==> src/rtl/multi_pit_pkg.sv <==
// Shared constants and helpers for the multi-channel interval timer.
// Holds channel mode encodings and the channel-select width helper.
package multi_pit_pkg;

   localparam logic MODE_ONESHOT  = 1'b0;
   localparam logic MODE_PERIODIC = 1'b1;

   // Channel-select width; never zero, even for a single channel.
   function automatic int ch_w(input int n);
      return (n > 1) ? $clog2(n) : 1;
   endfunction

endpackage

==> src/rtl/multi_pit_if.sv <==
// Host-side configuration and status bundle of the interval timer.
// master: drives cfg_*, prescale_div, irq_clear; slave: drives irq_pending, irq, active.
interface multi_pit_if #(
   parameter int NUM_CH     = 4,
   parameter int CNT_W      = 16,
   parameter int PRESCALE_W = 8
);
   import multi_pit_pkg::*;

   localparam int CH_W = ch_w(NUM_CH);

   logic                  cfg_we;
   logic [CH_W-1:0]       cfg_ch;
   logic [CNT_W-1:0]      cfg_reload;
   logic                  cfg_periodic;
   logic                  cfg_use_prescale;
   logic                  cfg_enable;
   logic [PRESCALE_W-1:0] prescale_div;
   logic [NUM_CH-1:0]     irq_clear;
   logic [NUM_CH-1:0]     irq_pending;
   logic                  irq;
   logic [NUM_CH-1:0]     active;

   modport master (
      output cfg_we, cfg_ch, cfg_reload, cfg_periodic,
      output cfg_use_prescale, cfg_enable, prescale_div, irq_clear,
      input  irq_pending, irq, active
   );

   modport slave (
      input  cfg_we, cfg_ch, cfg_reload, cfg_periodic,
      input  cfg_use_prescale, cfg_enable, prescale_div, irq_clear,
      output irq_pending, irq, active
   );

endinterface

==> src/rtl/multi_pit_channel.sv <==
// One timer channel: down-counter with reload, one-shot/periodic mode, sticky pending.
// Ports: load/config in, shared tick in, clear in; pending and active out.
module multi_pit_channel #(
   parameter int CNT_W = 16
) (
   input  logic             clk,
   input  logic             reset,
   input  logic             load,
   input  logic [CNT_W-1:0] reload_in,
   input  logic             periodic_in,
   input  logic             use_pre_in,
   input  logic             enable_in,
   input  logic             tick,
   input  logic             clear,
   output logic             pending,
   output logic             active
);
   import multi_pit_pkg::*;

   logic [CNT_W-1:0] count;
   logic [CNT_W-1:0] reload;
   logic             mode;
   logic             use_pre;
   logic             step;
   logic             expire;

   assign step   = active & (use_pre ? tick : 1'b1);
   assign expire = step & (count == CNT_W'(1));

   // A write overrides a same-cycle expiry; an expiry overrides a clear.
   always_ff @(posedge clk) begin
      if (reset) begin
         count   <= '0;
         reload  <= '0;
         mode    <= MODE_ONESHOT;
         use_pre <= 1'b0;
         active  <= 1'b0;
         pending <= 1'b0;
      end else if (load) begin
         count   <= reload_in;
         reload  <= reload_in;
         mode    <= periodic_in;
         use_pre <= use_pre_in;
         active  <= enable_in & (reload_in != '0);
         pending <= 1'b0;
      end else if (expire) begin
         pending <= 1'b1;
         if (mode == MODE_PERIODIC) begin
            count <= reload;
         end else begin
            count  <= '0;
            active <= 1'b0;
         end
      end else begin
         if (step)  count   <= count - CNT_W'(1);
         if (clear) pending <= 1'b0;
      end
   end

endmodule

==> src/rtl/multi_pit.sv <==
// Multi-channel interval timer: shared prescaler feeding NUM_CH channels.
// Ports: clk, reset (sync, active-high), bus (slave side of multi_pit_if).
module multi_pit #(
   parameter int NUM_CH     = 4,
   parameter int CNT_W      = 16,
   parameter int PRESCALE_W = 8
) (
   input logic        clk,
   input logic        reset,
   multi_pit_if.slave bus
);
   import multi_pit_pkg::*;

   localparam int CH_W = ch_w(NUM_CH);

   logic [PRESCALE_W-1:0] pcnt;
   logic                  tick;
   logic [NUM_CH-1:0]     load;
   logic [NUM_CH-1:0]     pend;
   logic [NUM_CH-1:0]     act;

   assign tick = (pcnt == bus.prescale_div);

   // >= also catches a live divider change below the current phase.
   always_ff @(posedge clk) begin
      if (reset)
         pcnt <= '0;
      else if (pcnt >= bus.prescale_div)
         pcnt <= '0;
      else
         pcnt <= pcnt + PRESCALE_W'(1);
   end

   // Selects >= NUM_CH match no channel and are dropped.
   for (genvar i = 0; i < NUM_CH; i++) begin : g_ch
      assign load[i] = bus.cfg_we && (bus.cfg_ch == CH_W'(i));

      multi_pit_channel #(
         .CNT_W(CNT_W)
      ) u_ch (
         .clk         (clk),
         .reset       (reset),
         .load        (load[i]),
         .reload_in   (bus.cfg_reload),
         .periodic_in (bus.cfg_periodic),
         .use_pre_in  (bus.cfg_use_prescale),
         .enable_in   (bus.cfg_enable),
         .tick        (tick),
         .clear       (bus.irq_clear[i]),
         .pending     (pend[i]),
         .active      (act[i])
      );
   end

   assign bus.irq_pending = pend;
   assign bus.active      = act;
   assign bus.irq         = |pend;

endmodule

==> src/flat_wrapper.sv <==
// flat-port wrapper written by rule: the top's interface ports become plain ports
module multi_pit_flat import multi_pit_pkg::*;
#(
   parameter int NUM_CH     = 4,
   parameter int CNT_W      = 16,
   parameter int PRESCALE_W = 8
)
  (clk, reset, bus_cfg_we, bus_cfg_ch, bus_cfg_reload, bus_cfg_periodic, bus_cfg_use_prescale, bus_cfg_enable, bus_prescale_div, bus_irq_clear, bus_irq_pending, bus_irq, bus_active);
  multi_pit_if #(.NUM_CH(NUM_CH), .CNT_W(CNT_W), .PRESCALE_W(PRESCALE_W)) bus_i ();
  input logic clk;
  input logic reset;
  input wire logic [$bits(bus_i.cfg_we)-1:0] bus_cfg_we;
  input wire logic [$bits(bus_i.cfg_ch)-1:0] bus_cfg_ch;
  input wire logic [$bits(bus_i.cfg_reload)-1:0] bus_cfg_reload;
  input wire logic [$bits(bus_i.cfg_periodic)-1:0] bus_cfg_periodic;
  input wire logic [$bits(bus_i.cfg_use_prescale)-1:0] bus_cfg_use_prescale;
  input wire logic [$bits(bus_i.cfg_enable)-1:0] bus_cfg_enable;
  input wire logic [$bits(bus_i.prescale_div)-1:0] bus_prescale_div;
  input wire logic [$bits(bus_i.irq_clear)-1:0] bus_irq_clear;
  output wire logic [$bits(bus_i.irq_pending)-1:0] bus_irq_pending;
  output wire logic [$bits(bus_i.irq)-1:0] bus_irq;
  output wire logic [$bits(bus_i.active)-1:0] bus_active;
  assign bus_i.cfg_we = bus_cfg_we;
  assign bus_i.cfg_ch = bus_cfg_ch;
  assign bus_i.cfg_reload = bus_cfg_reload;
  assign bus_i.cfg_periodic = bus_cfg_periodic;
  assign bus_i.cfg_use_prescale = bus_cfg_use_prescale;
  assign bus_i.cfg_enable = bus_cfg_enable;
  assign bus_i.prescale_div = bus_prescale_div;
  assign bus_i.irq_clear = bus_irq_clear;
  assign bus_irq_pending = bus_i.irq_pending;
  assign bus_irq = bus_i.irq;
  assign bus_active = bus_i.active;
  multi_pit #(.NUM_CH(NUM_CH), .CNT_W(CNT_W), .PRESCALE_W(PRESCALE_W)) u_core (.clk(clk), .reset(reset), .bus(bus_i));
endmodule
==> config.mk <==
export PLATFORM = sky130hd
export DESIGN_NAME = multi_pit_flat
export DESIGN_NICKNAME = d
export VERILOG_FILES = /design/src/rtl/multi_pit_pkg.sv /design/src/rtl/multi_pit_if.sv /design/src/rtl/multi_pit_channel.sv /design/src/rtl/multi_pit.sv /design/src/flat_wrapper.sv
export SDC_FILE = /design/constraint.sdc
export NUM_CORES = 1
export LEC_CHECK = 0
export ABC_AREA = 1
export BUFFER_PORTS_ARGS = -buffer_cell sky130_fd_sc_hd__buf_2
export CORE_UTILIZATION = 63
export CTS_BUF_LIST = sky130_fd_sc_hd__clkbuf_16
export CTS_CLUSTER_SIZE = 8
export DETAILED_ROUTE_END_ITERATION = 7
export PLACE_DENSITY = 0.81
export RECOVER_POWER = 25
export SLEW_MARGIN = 40
export SYNTH_ARGS = -nofsm -noshare
export SYNTH_HDL_FRONTEND = slang
export SYNTH_HIERARCHICAL = 1
export SYNTH_SLANG_ARGS = --single-unit
==> constraint.sdc <==
create_clock -name clk -period 3.5 [get_ports clk]
set_clock_uncertainty 0.2 [all_clocks]
set_input_delay 0.7 -clock clk [delete_from_list [all_inputs] [get_ports clk]]
set_output_delay 0.7 -clock clk [all_outputs]
set_load 0.01 [all_outputs]
Yosys cells after proc, flatten, opt, wreduce, memory -nomap -nowiden
Index checks and enable logic that the tools add are counted.

Add/subtract/negate cells: 5. Order comparisons: 1. Eq/ne operators: 12. Multiplexer cells: 40. Bitwise operators: 9. Reduce and logical (&&, ||, !) cells: 28.

Operator list (count): 16-bit two-way mux (16); 16-bit by 1-bit equality test with 1-bit output, second input constant (4); 16-bit by 1-bit subtractor with 16-bit output, second input constant (4); 1-bit two-way mux (24); 16-bit nonzero test (1); 2-bit nonzero test (8); 3-bit nonzero test (4); 2-bit OR reduction (5); 1-bit bitwise AND (9); 8-bit by 1-bit adder with 8-bit output, second input constant (1); 8-bit equality test (1); 8-bit >= comparator (1); 2-bit != test, second input constant (4); 2-bit AND reduction (4); 2-bit equality test, second input constant (2); 1-bit logical AND (4); 4-bit OR reduction (1); 2-bit by 1-bit equality test with 1-bit output, second input constant (1); 2-bit zero test (1).

Register bits after elaboration: 152. Input bits: 36. Output and inout bits: 9. Word-level logic and storage cells: 120.

Longest topological paths before layout
Gate-level depths: netlist of the first run.

Depth in word-level cells: 6. Depth in mapped cells: 17. Depth with buffers taken out: 17.

Cells and area by module
Netlist of the first run, hierarchy kept.

Modules (own cells, without submodules): multi_pit_channel (u_core.g_ch[0].u_ch ...) (times used 2, cells each 346, area each 2259.7 µm², sequential area each 720.7 µm²); multi_pit_channel (u_core.g_ch[2].u_ch ...) (times used 2, cells each 338, area each 2232.1 µm², sequential area each 720.7 µm²); multi_pit (times used 1, cells each 92, area each 621.8 µm², sequential area each 160.2 µm²).

Least setup slack after synthesis of the first run
No wires, ideal clock.

Path kind: input -> register. Start point: in bus_prescale_div[7]. End point: reg u_core.g_ch[0].u_ch.count[4]. Setup time: 0.129 ns. Data arrival time: 2.202 ns. Data required time: 3.171 ns. Path slack: 0.969 ns. Stages: 14. Path buffers: 1. Cells stage by stage: inv_1 ha_1 nand2_1 nor2_1 nand2_2 inv_1 inv_1 a21boi_4 buf_6 nand3_4 o21ai_1 nand2_1 a21oi_1 nor2_1.

Word-level cells in the longest chain between the ends: 6. Elaborated cells on any way between the ends: 7. Those cells by class: eq/ne (1); mux (3); bitwise (2); reduce/logical (1).

RTL lines: start, declared (line flat_wrapper.sv:18) `input wire logic [$bits(bus_i.prescale_div)-1:0] bus_prescale_div;`; 8-bit equality test (*) (line multi_pit.sv:22) `assign tick = (pcnt == bus.prescale_div);`; named net u_core.tick (line multi_pit.sv:17) `logic tick;`; 1-bit two-way mux (*) (line multi_pit_channel.sv:27) `assign step = active & (use_pre ? tick : 1'b1);`; 1-bit bitwise AND (*) (line multi_pit_channel.sv:27); 1-bit bitwise AND (line multi_pit_channel.sv:28) `assign expire = step & (count == CNT_W'(1));`; 16-bit two-way mux (line multi_pit_channel.sv:46) `end else if (expire) begin`; 16-bit two-way mux (line multi_pit_channel.sv:39) `end else if (load) begin`; end signal, assigned (line multi_pit_channel.sv:40) `count <= reload_in;`; end signal, assigned (line multi_pit_channel.sv:49) `count <= reload;`; end signal, assigned (line multi_pit_channel.sv:55) `if (step) count <= count - CNT_W'(1);`; end, declared (line multi_pit_channel.sv:20) `logic [CNT_W-1:0] count;`.

Mark *: on every way through the listed nets, which the timed path passes. The rest lies on a longest branch. A chain may end at the register's enable or synchronous reset.

Worst setup path in the final report of the first run
Start point: in bus_cfg_ch[1]. End point: reg u_core.g_ch[3].u_ch.count[9].

Word-level cells in the longest chain between the ends: 3. Elaborated cells on any way between the ends: 4. Those cells by class: eq/ne (1); mux (1); reduce/logical (2).

RTL lines: start, declared (line flat_wrapper.sv:13) `input wire logic [$bits(bus_i.cfg_ch)-1:0] bus_cfg_ch;`; 2-bit equality test (*) (line multi_pit.sv:36) `assign load[i] = bus.cfg_we && (bus.cfg_ch == CH_W'(i));`; 1-bit logical AND (*) (line multi_pit.sv:36); named net u_core.load[3] (line multi_pit.sv:18) `logic [NUM_CH-1:0] load;`; 3-bit nonzero test (no source line) / 16-bit two-way mux (equally long branches); end signal, assigned (line multi_pit_channel.sv:40); end signal, assigned (line multi_pit_channel.sv:49); end signal, assigned (line multi_pit_channel.sv:55); end, declared (line multi_pit_channel.sv:20).

Marked as above.

==> flow_summary.ini, run 1 <==
[run_status]
status = finished, violations left
violations = design-rule violations, max-capacitance violations, max-slew violations

[cts]
cts.repair.resized = 0
h-tree-depth = 4
cts-root-buf = clkbuf_16
path_clk_slew_ns = 0.06
cts_hold_buf = 0
clk-insertion-delay-late_ns = 0.43
cts_buffers = 17
cts_setup_buffers = 0
cts.path.max_buffers = 2
cts_tree = built
cts_sinks = 152

[placement]
place_area_sq_um = 9973
portBuffers = 44
dpl.cell_count = 1659
gp_congestion = 0.9456
dp_worst_setup_slack_ns = 0.4938
dp_hpwl_um = 17990

[sta]
setup_viol = 0
fmax_ghz = 0.3293
holdWs_ns = 0.2607
worstMarginPinSlew_ns = 1.578
drv_slew = 72
rsz0062_at_grt = no
setup_tns_ns = 0
period_share_pct = 86.76
slew_headroom_pct = -5.218
finalWorstSetupSlack_ns = 0.4635
period_needed_ns = 3.036
hold_viol_final = 0

[pwr]
total_power_mw = 4.943
pwr-share-comb_pct = 23.3
swShare_pct = 31.77
power_leakage_nw = 4.952
ir_drop_mv = 0.3753
seqPwrFrac_pct = 38.5
p_switching_mw = 1.570
internal-power_mw = 3.373
clockPowerShare_pct = 38.2
p_per_area_nw_per_um2 = 469.4

[finish]
multi_input_area_sq_um = 5594
final_common_cell = nand2_1
nNetsFinal = 1547
fin_area_sq_um = 10530
layout_common_cells = nand2_1, inv_1, nor2_1, dfxtp_1, a21oi_1
fillCellCount = 1260
instances_no_fill = 1691
drive_gt1_share_pct = 13.47
final_util_pct = 71.64
syn_to_final_growth_pct = 9.626
register_area_sq_um = 3043
antenna_cells = 0

[drt]
wl_met1_um = 11090
finalWirelength_um = 26100
drt_iter0_markers = 1011
top_layer = met4
dr_total_vias = 9452
drtPass1Iterations = 8
route.met3.wl_um = 2086
drc = 2
vias_per_cell = 5.590
routedWlPerCell_um = 15.44
wl_met2_um = 12130
antenna_left = 0

[floorplanning]
rows = 44
fp.dieH_um = 125.5
pin_count = 45
fp.dieArea_sq_um = 15740
die_w_um = 125.5
core_sq_um = 14700
start_util_pct = 65.35

[global_route]
grt_pass1_wl_um = 43010
grt_pass1_vias = 8748
grt_overflow = 0
grt_max_degree = 36
antenna_found_initial = 0
grt_usage_pct = 34.21

[logic_synthesis]
yosys_warnings = 6
syn_nets = 1513
yosysUniqueCellTypes = 36
synth_area_sq_um = 9605
ys_ff_latch = 152
synth_area_leaders = dfxtp_1, nand2_1, inv_1, nor2_1, a21oi_1
ys.flop_type = dfxtp_1
syn_inst = 1460
yosysTopAreaCellShare_pct = 31.68
ys_seq_area_share_pct = 31.68
synth_enable_flop_cells = 0
avgSynthCellArea_sq_um = 6.579
synth_largest_area_cell = dfxtp_1
async_flop_share_pct = 0

[worst_setup_path]
path_class = in -> reg
crit_arrival_ns = 3.19
r2r_start = u_core/pcnt[0]$_SDFF_PP0_
crit_path_start = bus_cfg_ch[1]
worstSetupEndpointType = register
reg2reg_depth = 13
cp_max_fo = 35
required_ns = 3.66
start_kind = input pin

[worst_hold_path]
hp-class = reg -> reg
hp-start = u_core/g_ch[1].u_ch/reload[5]$_SDFFE_PP0P_
min_delay_path_depth = 2

[run]
drv_cap = 2
[power groups by stage]
stage	combinational (mW)	sequential (mW)	clock, mW
floorplan	0.884	1.92	0
global placement	1.10	1.94	0
detailed placement	1.12	1.94	0
CTS	1.14	1.90	1.90
global route	1.30	1.91	1.98
finish	1.15	1.90	1.89
[per-layer routing]
| layer | up-vias | track usage [%] |
|---|---|---|
| met5 | - | 0 |
| met4 | 0 | 15.42 |
| met2 | 390 | 55.62 |
| li1 | 4724 | - |
| met3 | 63 | 6.504 |
| met1 | 4275 | 44.02 |
[registers in the layout, indices dropped and copies added, names as in the netlist]
| signal | flops |
|---|---|
| u_core/g_ch.u_ch/reload | 64 |
| u_core/g_ch.u_ch/pending | 4 |
| u_core/g_ch.u_ch/mode | 4 |
| u_core/g_ch.u_ch/active | 4 |
| u_core/g_ch.u_ch/count | 64 |
| u_core/g_ch.u_ch/use_pre | 4 |
| u_core/pcnt | 8 |
[logic make-up (layout without fill, tap and decap cells)]
| kind of cell | Yosys count | after routing | share of synthesized area [%] |
|---|---|---|---|
| and+or+nand+nor | 790 | 790 | 41.14 |
| buffers and inverters | 246 | 293 | 10.11 |
| AOI/OAI and AO/OA | 228 | 228 | 12.40 |
| adders and majority gates | 17 | 17 | 2.214 |
| xor gates and xnor gates | 27 | 27 | 2.462 |
| DFF | 152 | 152 | 31.68 |
[cell type report]
cell class,count,area share (%)
flip-flops and latches,152,28.90
inverters,204,7.319
repair buffers,57,2.840
well taps,184,2.186
multi-input cells,1062,53.13
clock inverters,15,1.592
clock buffers,17,4.040
[critical path, stage by stage]
cell,delay [ns]
clkbuf_1,0.22
inv_1,0.10
nor3_1,0.29
clkbuf_1,1.18
nand2_1,0.29
o21ai_0,0.20
inv_1,0.06
a21oi_1,0.14
[final timing paths]
| path | end | slack [ns] |
|---|---|---|
| setup / recovery | u_core/g_ch[3].u_ch/count[9]$_SDFFE_PP0P_ | 0.46 |
| hold / removal | u_core/g_ch[1].u_ch/reload[5]$_SDFFE_PP0P_ | 0.26 |
| setup reg to reg | u_core/g_ch[1].u_ch/count[2]$_SDFFE_PP0P_ | 0.85 |
| hold reg to reg | u_core/g_ch[1].u_ch/reload[5]$_SDFFE_PP0P_ | 0.26 |
[cells in the mapped netlist, types with 6 or more instances]
library cell / count
o21ai_0: 92
xnor2_1: 6
nor2_2: 34
buf_2: 16
nor3_2: 16
o22ai_1: 6
nand2_2: 19
clkbuf_1: 18
ha_1: 17
nor2_8: 8
inv_1: 196
nand2_4: 9
o21ai_1: 18
nor2_4: 17
nand4_1: 24
nor2_1: 170
nand3_4: 6
xor2_1: 21
nand3_1: 99
a21oi_1: 106
dfxtp_1: 152
nor4_1: 8
nand2_1: 357
nand3b_1: 10
Note: power is estimated with default switching activity, not from simulation.
==> inputs of run 2 (changes only) <==
--- a/config.mk
+++ b/config.mk
@@ -5,13 +5,12 @@
 export SDC_FILE = /design/constraint.sdc
 export NUM_CORES = 1
 export LEC_CHECK = 0
-export ABC_AREA = 1
 export BUFFER_PORTS_ARGS = -buffer_cell sky130_fd_sc_hd__buf_2
 export CORE_UTILIZATION = 63
 export CTS_BUF_LIST = sky130_fd_sc_hd__clkbuf_16
 export CTS_CLUSTER_SIZE = 8
 export DETAILED_ROUTE_END_ITERATION = 7
-export PLACE_DENSITY = 0.81
+export PLACE_DENSITY = 0.82
 export RECOVER_POWER = 25
 export SLEW_MARGIN = 40
 export SYNTH_ARGS = -nofsm -noshare
==> run 2 against run 1 <==
  * The run ends with max-capacitance violations, max-slew violations left
  * Sequential power grew 4%
  * Largest power group is now clock
  * Total power is 2.5% higher
  * Count of clock-buffer cells in the layout is the same
  * Die area fell by 9.3%
  * Non-clock buffer count increased by 23
  * Wire length is 8.0% lower
  * Flip-flop and latch count unchanged
  * Sequential share of layout area grew 2.4 points
  * Register-to-register slack lost 0.49 ns
  * Critical path depth rose by 2
  * Final area is 7.6% lower
  * Area after synthesis fell by 9.4%
  * Largest cell class unchanged
==> flow_summary.ini, run 2 <==
[logic_synthesis]
syn_inst = 1051
ys_seq_area_share_pct = 34.98
synth_enable_flop_cells = 0
async_flop_share_pct = 0
syn_nets = 1104
yosysUniqueCellTypes = 65
ys_ff_latch = 152
synth_largest_area_cell = dfxtp_1
synth_most_common_cell = dfxtp_1
synth_area_sq_um = 8698
ys.flop_type = dfxtp_1
yosysTopAreaCellShare_pct = 34.98
avgSynthCellArea_sq_um = 8.276
synth_top_cells_by_count = dfxtp_1, nor2_1, nand2_1, mux2i_1, inv_1
synth_area_leaders = dfxtp_1, mux2i_1, nor2_1, a21oi_1, nand2_1
yosys_warnings = 6

[worst_hold_path]
hp-class = reg -> reg
hp-start = u_core/g_ch[0].u_ch/reload[0]$_SDFFE_PP0P_
hold_path_end = u_core/g_ch[0].u_ch/reload[0]$_SDFFE_PP0P_
min_delay_path_depth = 2

[worst_setup_path]
crit_chain = buf_2 -> inv_1 -> ha_1 -> nand4_1 -> nor2_1 -> nand2b_1 -> nand2_1 -> nor3_1 -> a221oi_1 -> a2111oi_0
slowest_delay_ns = 0.50
required_ns = 3.58
reg2reg_depth = 8
start_kind = input pin
rr_endpoint = u_core/g_ch[3].u_ch/count[2]$_SDFFE_PP0P_
worstSetupEndpointType = register
r2r_start = u_core/pcnt[7]$_SDFF_PP0_
cp_max_fo = 7
critPathSlowestCell = nor3_1
path_class = in -> reg
crit_arrival_ns = 3.27
ff2ff_setup_slack_ns = 0.36

[run]
drv_cap = 1

[finish]
nNetsFinal = 1133
antenna_cells = 0
largest_registers = u_core/g_ch.u_ch/count x64, u_core/g_ch.u_ch/reload x64, u_core/pcnt x8
final_common_cell = dfxtp_1
multi_input_area_sq_um = 5091
syn_to_final_growth_pct = 11.82
fillCellCount = 1060
fin_area_sq_um = 9727
layout_common_cells = dfxtp_1, nor2_1, nand2_1, inv_1, mux2i_1
instances_no_fill = 1269
drive_gt1_share_pct = 13.36
register_area_sq_um = 3043

[drt]
drtPass1Iterations = 8
antenna_left = 0
drt_iter0_markers = 1044
finalWirelength_um = 24010
drc = 0
routedWlPerCell_um = 18.92
dr_total_vias = 8377
vias_per_cell = 6.601

[sta]
setup_tns_ns = 0
period_share_pct = 91.05
worstMarginPinSlew_ns = 1.844
rsz0062_at_grt = no
fmax_ghz = 0.3138
period_needed_ns = 3.187
setup_viol = 0
drv_slew = 90
slew_headroom_pct = -22.91
hold_viol_final = 0

[cts]
cts.repair.resized = 0
cts-root-buf = clkbuf_16
cts_buffers = 17
cts_sinks = 152
h-tree-depth = 4
path_clk_slew_ns = 0.06
cts_hold_buf = 0
cts.path.max_buffers = 2
clk-insertion-delay-late_ns = 0.43
cts_setup_buffers = 0
cts_tree = built

[global_route]
grt_overflow = 0
grt_usage_pct = 34.04
grt_pass1_vias = 7649
grt_pass1_wl_um = 38720
grt_max_degree = 90
antenna_found_initial = 1

[placement]
gp_congestion = 0.9243
dp_hpwl_um = 15570
portBuffers = 44
place_area_sq_um = 9105
dpl.cell_count = 1237

[pwr]
power_leakage_nw = 3.872
ir_drop_mv = 0.3915
total_power_mw = 5.067
p_per_area_nw_per_um2 = 520.9

[run_status]
status = finished, violations left
violations = max-capacitance violations, max-slew violations

[floorplanning]
fp.dieArea_sq_um = 14280
core_sq_um = 13350
start_util_pct = 65.17
pin_count = 45
die_w_um = 119.5
fp.dieH_um = 119.5
rows = 42
run 2: cell count changes after synthesis, moves of 26 or more:
| cell | change |
|---|---|
| mux2i_1 | +64 |
| nand3_1 | -64 |
| o21ai_0 | -72 |
| nor2_2 | -34 |
| a21oi_1 | -50 |
| inv_1 | -133 |
| nor4_1 | +30 |
| nor2_1 | -58 |
| a31oi_1 | +38 |
| nand2_1 | -292 |
| o31ai_1 | +26 |
run 2: power by group:
group,leakage (nW),switching [mW],internal [mW]
logic,2.32,0.586,0.470
registers,1.24,0.145,1.84
clock network,0.315,0.759,1.27
run 2: cell type report:
class,count,area share [%]
repair buffers,80,5.017
clock inverters,15,2.290
inverters,63,2.431
clock buffers,17,4.374
multi-input cells,766,52.34
flip-flops and latches,152,31.28
well taps,176,2.264
run 2: per-layer routing:
layer | track usage [%] | share of wire, % | vias to the layer above
met5 | 0 | 0.075 | -
met4 | 17.97 | 3.5 | 2
met3 | 5.418 | 8.6 | 85
met2 | 53.50 | 46 | 463
met1 | 44.97 | 42 | 3930
li1 | - | - | 3897
run 2: worst max-delay path by stage:
| stage | start | endpoint | depth (start not counted) |
|---|---|---|---|
| final | bus_prescale_div[7] | u_core/g_ch[3].u_ch/count[2]$_SDFFE_PP0P_ | 10 |
| after global routing | bus_prescale_div[7] | u_core/g_ch[2].u_ch/count[2]$_SDFFE_PP0P_ | 11 |
| after floorplan | bus_prescale_div[7] | u_core/g_ch[2].u_ch/count[13]$_SDFFE_PP0P_ | 10 |
| after CTS | bus_prescale_div[7] | u_core/g_ch[2].u_ch/count[2]$_SDFFE_PP0P_ | 11 |
| after detailed placement | bus_prescale_div[7] | u_core/g_ch[2].u_ch/count[5]$_SDFFE_PP0P_ | 10 |
| after global placement | bus_prescale_div[7] | u_core/g_ch[2].u_ch/count[2]$_SDFFE_PP0P_ | 11 |
run 2: stage by stage:
stage,util (%),hold slack [ns],setup slack [ns]
4_1_cts,73.07,0.2660,0.4788
6_report,72.87,0.2588,0.3132
3_3_place_gp,68.09,0.2427,0.1597
5_1_grt,72.87,0.2886,0.2021
2_1_floorplan,-,0.2297,0.6013
3_5_place_dp,68.21,0.2553,0.04417
run 2: critical path: cells and delay by family:
family | cells | cell delay [ns]
buffers and inverters | 2 | 0.10
AOI/OAI and AO/OA | 2 | 0.60
adders and majority gates | 1 | 0.33
and+or+nand+nor | 5 | 1.54
run 2: cells by family (layout without fill, tap and decap cells):
group	count (synthesis)	count (layout)	synth area share, %
simple gates	401	401	24.78
xor+xnor	44	44	4.430
compound gates	236	236	18.64
mux	68	68	7.969
fa+ha+maj	17	17	2.445
flops	152	152	34.98
buf+inv	133	175	6.746
